--- src/rtl/muldiv_unit.sv ---
// muldiv_unit: iterative RV32M multiply/divide, one result bit per cycle, fixed DATA_WIDTH+2 cycle latency
// ports: clk, rst (sync active-high), start/op/opA/opB request (sampled when idle),
//        busy (CALC/FINISH), done (one-cycle pulse), result (held until next done)
module muldiv_unit #(
  parameter int DATA_WIDTH = 32
) (
  input  logic                  clk,
  input  logic                  rst,
  input  logic                  start,
  input  logic [2:0]            op,
  input  logic [DATA_WIDTH-1:0] opA,
  input  logic [DATA_WIDTH-1:0] opB,
  output logic                  busy,
  output logic                  done,
  output logic [DATA_WIDTH-1:0] result
);
  localparam int W = DATA_WIDTH;
  localparam int CW = $clog2(W);
  typedef enum logic [1:0] {IDLE, CALC, FINISH} state_t;
  state_t state;
  logic [2:0] opc;
  logic [W-1:0] a_raw, b_mag;
  logic [2*W-1:0] acc;
  logic neg_q, neg_r, div0;
  logic [CW-1:0] count;
  logic sa, sb;
  logic [W-1:0] a_abs, b_abs;
  logic [W:0] mul_sum, div_top, div_diff;
  logic [2*W-1:0] mul_next, div_next, prod;
  logic [W-1:0] q_s, r_s, fin;
  assign sa = opA[W-1] & (op[2] ? !op[0] : (op == 3'b001 || op == 3'b010));
  assign sb = opB[W-1] & (op[2] ? !op[0] : (op == 3'b001));
  assign a_abs = sa ? -opA : opA;
  assign b_abs = sb ? -opB : opB;
  // multiply: acc = {partial product, remaining multiplier bits}
  assign mul_sum = {1'b0, acc[2*W-1:W]} + (acc[0] ? {1'b0, b_mag} : '0);
  assign mul_next = {mul_sum, acc[W-1:1]};
  // divide: acc = {remainder, dividend bits shifting into quotient}
  assign div_top = acc[2*W-1:W-1];
  assign div_diff = div_top - {1'b0, b_mag};
  assign div_next = div_diff[W] ? {acc[2*W-2:0], 1'b0} : {div_diff[W-1:0], acc[W-2:0], 1'b1};
  // signed overflow falls out of the magnitude path naturally; only divide-by-zero needs overriding
  assign prod = neg_q ? -acc : acc;
  assign q_s = div0 ? '1 : (neg_q ? -acc[W-1:0] : acc[W-1:0]);
  assign r_s = div0 ? a_raw : (neg_r ? -acc[2*W-1:W] : acc[2*W-1:W]);
  assign fin = !opc[2] ? (opc[1:0] == 2'b00 ? prod[W-1:0] : prod[2*W-1:W]) : (opc[1] ? r_s : q_s);
  always_ff @(posedge clk) begin
    if (rst) begin
      state  <= IDLE;
      busy   <= 1'b0;
      done   <= 1'b0;
      result <= '0;
      opc    <= '0;
      a_raw  <= '0;
      b_mag  <= '0;
      acc    <= '0;
      neg_q  <= 1'b0;
      neg_r  <= 1'b0;
      div0   <= 1'b0;
      count  <= '0;
    end else begin
      done <= 1'b0;
      case (state)
        IDLE: if (start) begin
          opc   <= op;
          a_raw <= opA;
          b_mag <= b_abs;
          acc   <= {{W{1'b0}}, a_abs};
          neg_q <= sa ^ sb;
          neg_r <= sa;
          div0  <= op[2] && opB == '0;
          count <= '0;
          busy  <= 1'b1;
          state <= CALC;
        end
        CALC: begin
          acc   <= opc[2] ? div_next : mul_next;
          count <= count + 1'b1;
          if (count == CW'(W - 1)) state <= FINISH;
        end
        FINISH: begin
          result <= fin;
          done   <= 1'b1;
          busy   <= 1'b0;
          state  <= IDLE;
        end
        default: state <= IDLE;
      endcase
    end
  end
endmodule
--- config.mk ---
export PLATFORM = sky130hd
export DESIGN_NAME = muldiv_unit
export DESIGN_NICKNAME = d
export VERILOG_FILES = /design/src/rtl/muldiv_unit.sv
export SDC_FILE = /design/constraint.sdc
export NUM_CORES = 1
export LEC_CHECK = 0
export ABC_CLOCK_PERIOD_IN_PS = 4100
export BUFFER_PORTS_ARGS = -buffer_cell sky130_fd_sc_hd__buf_2
export CAP_MARGIN = 10
export CORE_MARGIN = 2
export CORE_UTILIZATION = 61
export CTS_BUF_LIST = sky130_fd_sc_hd__clkbuf_4 sky130_fd_sc_hd__clkbuf_8 sky130_fd_sc_hd__clkbuf_16
export CTS_CLUSTER_DIAMETER = 150
export CTS_CLUSTER_SIZE = 24
export DETAILED_ROUTE_END_ITERATION = 16
export PLACE_DENSITY_LB_ADDON = 0.25
export SLEW_MARGIN = 5
export SYNTH_ARGS = -nofsm -noshare
export SYNTH_HDL_FRONTEND = slang
export SYNTH_SLANG_ARGS = --single-unit
export TNS_END_PERCENT = 100
--- constraint.sdc ---
create_clock -name clk -period 4.1 [get_ports clk]
set_input_delay 0.82 -clock clk [delete_from_list [all_inputs] [get_ports clk]]
set_output_delay 0.82 -clock clk [all_outputs]
set_load 0.02 [all_outputs]
# == Word-level counts from Yosys, hierarchy flattened ==
# Cells that the tools add are included.
# classes
add_sub_neg,8
n_eq_ne,7
mux,25
bitwise_logic,3
n_reduce_logical,12
# ops
operator,n
$mux 32,10
$mux 64,4
$neg 32->32,4
$pmux 64 s2,1
$neg 64->64,1
$add 32x32->33,1
$sub 33x32->33,1
$logic_not 32->1,1
$pmux 5 s2,1
$reduce_and 2->1,4
$add 5x1->5 const B,1
$eq 5x5->1 const B,1
$mux 5,1
$logic_not 2->1,2
$mux 1,4
$mux 2,2
$ne 2x2->1 const B,2
$pmux 2 s2,1
$reduce_bool 2->1,2
$eq 3x1->1 const B,1
$eq 3x2->1 const B,1
$and 1x1->1,2
$eq 2x1->1 const B,1
$eq 2x2->1 const B,1
5 further kinds,5
# word_totals
regBits,175
input_bits,70
out_inout_bits,34
wordCells,67

# == Logic depth before layout (Yosys ltp) ==
# depth
word_depth,7
ltp_mapped,15
depth_no_buf,13

# == Worst setup path after synthesis ==
# No wires, ideal clock.
# synth_path
path_type,input to register
start,input port opB[4]
end,register b_mag[30]
setup_time_ps,86
t_arrival_ps,3138
required_ps,4014
setup_slack_ps,876
cell_stages,9
path_buffers,0
path_cell_list,or4_1 nor3_1 and2_1 nand3_1 or4_1 nor4_2 a31oi_1 xnor2_1 a211oi_1
# synth_via
elab_chain_len,2
# synth_rtl
item,line_no,text
start: declaration,12,"input logic [DATA_WIDTH-1:0] opB,"
$neg 32->32,34,assign b_abs = sb ? -opB : opB;
$mux 32,34,
end signal: assignment,67,b_mag <= b_abs;
end: declaration,22,"logic [W-1:0] a_raw, b_mag;"
# Every way passes these cells.
# A chain may end at the register's enable or synchronous reset.

# == Worst setup path in the final report ==
# layout_path
start,register acc[0]
end,register acc[63]
# layout_via
elab_chain_len,4
# layout_rtl
item,line_no,text
start: declaration,23,logic [2*W-1:0] acc;
start signal: assignment,68,"acc <= {{W{1'b0}}, a_abs};"
start signal: assignment,77,acc <= opc[2] ? div_next : mul_next;
$mux 32,36,"assign mul_sum = {1'b0, acc[2*W-1:W]} + (acc[0] ? {1'b0, b_mag} : '0);"
$add 32x32->33,36,
$mux 64,77,
$pmux 64 s2,63,case (state)
# Every way passes these cells.

==> out/results.tsv <==
metric	value	unit
p_leak	6.61	nW
timing.max_cap.violations	0	
final_area	16400	um2
synth.most_common_cell	nand2_1	
grt_overflow	0	
layout.nets	2252	
cts_tree	built	
outcome	finished, final reports clean	
stdcell_count	2448	
root_buffer	clkbuf_16	
ys_seq_area_frac	0.233	
yosys_warnings	0	
num_vias	16600	
ioPinCount	104	
rows	57	
postRouteAntennaNets	0	
avgSynthCellArea	7.18	um2
ys_seq_elements	175	
period_needed	3.84	ns
globalRouteMet3Util	0.126	
rsz0062_at_grt	no	
hold_violations	0	
max_stage_delay	0.55	ns
yosys.area.top_type	dfxtp_1	
antenna_found_initial	1	
fin_skew	0.0147	ns
max-clock-path-buffers	2	
async_reset_ff_frac	0	
htree_levels	4	
numCtsBuffers	17	
routedWlPerCell	21.5	um
min_path_cells	2	
cts_hold_buf	0	
synthFlopType	dfxtp_1	
grt_max_degree	93	
synth_nets	2237	
die_x	161	um
routed_wl	52600	um
cp_common_cell	o31a_1	
initial_utilization	0.621	
powerDensity	320	nW/um2
grtUsageTotal	0.397	
coreArea	24200	um2
netlist_area	15000	um2
total_power	0.00526	W
setup_viol	0	
finalMaxSlewViolations	0	
portBuffers	103	
yosys-top-cells-count	nand2_1 (246), nor2_1 (210), a21oi_1 (196), dfxtp_1 (175), o21ai_0 (169)	
die_area	25900	um2
reg2reg_slack	0.26	ns
first_global_vias	14700	
tightest_slew	1.18	ns
grtUsageMet2	0.544	
worstPathCellList	and2_1 -> ha_1 -> inv_1 -> fa_1 -> nor2b_1 -> o31a_1 -> o41ai_1 -> o21ai_0 -> nand2_1 -> o311ai_0 -> a41oi_1 -> o31a_1 -> o31ai_1	
netlist.area_leader.share	0.233	
dpl_cell_area	15800	um2
path_max_fanout	10	
crit_required	4.46	ns
drt_iter0_markers	2337	
finalCritPeriodShare	0.936	
reg2reg_depth	13	
start_kind	flip-flop	
grt_util_met1	0.572	
netlist-cell-type-count	77	
path_clk_slew	0.08	ns
clkSinkCount	175	
critPathKind	flip-flop to flip-flop	
grt_pass1_wl	81800	um
arrival	4.20	ns
dp.cells	2412	
viasPerCell	6.77	
syn_to_final_growth	9.24	%
synthTopCellsByArea	dfxtp_1 (23%), a21oi_1 (6.5%), nand2_1 (6.1%)	
cp_slowest_cell	dfxtp_1	
synth-edff-count	0	
dp_hpwl	38900	um
drt_first_pass_iters	9	
fmax	261	MHz
fin_tns_setup	0	ns
clock_latency	0.46	ns
busiest_layer	met1	
max_slew_margin	0.214	
gp_congestion	1.06	
drive_gt1_frac	0.101	
synthCells	2095	
crit_path_end_kind	flip-flop	
peakVddDrop	0.000308	V
hp-class	flip-flop to flip-flop	
fp.dieH	161	um
drc	0	
## state kept, by name (all words and copies together) (netlist names)
signal	cells
a_raw	32
acc	64
b_mag	32
busy	1
count	5
div0	1
done	1
neg_q	1
neg_r	1
opc	3
result	32
state	2
## critical path: cells and delay by family, from the launching register on
| kind | cells | cell delay (ns) |
|---|---|---|
| compound gates | 7 | 1.85 |
| simple gates | 3 | 0.69 |
| fa+ha+maj | 2 | 0.60 |
| flops | 1 | 0.55 |
| buf+inv | 1 | 0.07 |
## path summary, 6_finish.rpt
check | from | to
setup / recovery | acc[0] | acc[63]
hold reg to reg | result[14] | result[14]
setup reg to reg | acc[0] | acc[63]
hold / removal | result[14] | result[14]
## power breakdown
part	switching, W	internal (W)	total, W
Combinational	0.000989	0.000567	0.00156
Clock	0.000918	0.000844	0.00176
Sequential	0.000149	0.00179	0.00194
## timing repair
item,in CTS,in global routing
resized for setup,0,2
buffers inserted,0,3
setup endpoints to repair,0,2
## cell type report
class	instances	area, um2
antenna	1	2.50
clock buffer	17	425
clock inverter	15	205
fill	2150	7810
inverter	77	293
multi-input combinational	1686	10700
sequential	175	3510
tap	324	405
timing repair buffer	153	918
## logic make-up after synthesis
| group | share of synthesized area |
|---|---|
| AO/OA/AOI/OAI | 0.287 |
| XOR/XNOR | 0.104 |
| adder cells (fa/ha/maj) | 0.0609 |
| buffers and inverters | 0.0598 |
| flip-flops | 0.233 |
| multiplexers | 0.0394 |
| AND/OR/NAND/NOR | 0.217 |
## layout by cell type, fill, tap and decap left out, types with 7 or more instances in the layout
cell,synthesis,layout
a22oi_1,14,14
or4_1,15,15
o41ai_1,8,7
a31oi_1,18,18
a22o_1,10,10
a221oi_1,14,14
nand4_1,14,14
or3_1,21,21
xor2_1,94,94
clkinv_8,0,7
o21ai_1,9,9
ha_1,70,70
dfxtp_1,175,172
nand3b_1,17,17
a21oi_1,196,195
o21ai_0,169,169
and3_1,17,17
and2_1,11,11
nor2_1,210,208
clkbuf_16,0,17
o221ai_1,10,10
o21a_1,12,12
o31ai_1,27,27
a211oi_1,79,79
inv_1,77,76
o211ai_1,15,15
nand3_1,29,29
buf_4,0,49
a311oi_1,13,13
nor3b_1,7,7
buf_2,5,102
xnor2_1,84,84
mux2i_1,57,57
nand2b_1,17,16
a21o_1,26,26
nor2b_1,14,13
nor3_1,33,32
nor4_1,13,13
nand2_1,246,246
## per-stage QoR
stage | setup slack, ns | utilization | hold WS (ns)
6_report | 0.264 | 0.678 | 0.434
5_1_grt | 0.103 | 0.678 | 0.456
4_1_cts | 0.291 | 0.676 | 0.439
3_5_place_dp | 0.347 | 0.650 | 0.427
3_3_place_gp | 0.462 | 0.650 | 0.420
2_1_floorplan | 0.876 | - | 0.431
## per-layer routing
| layer | up-vias | share of wire |
|---|---|---|
| met2 | 1152 | 0.39 |
| met3 | 186 | 0.14 |
| met1 | 7640 | 0.42 |
| met4 | 0 | 0.046 |
| li1 | 7593 | - |
| met5 | - | 0 |
(Power assumes the default switching activity.)
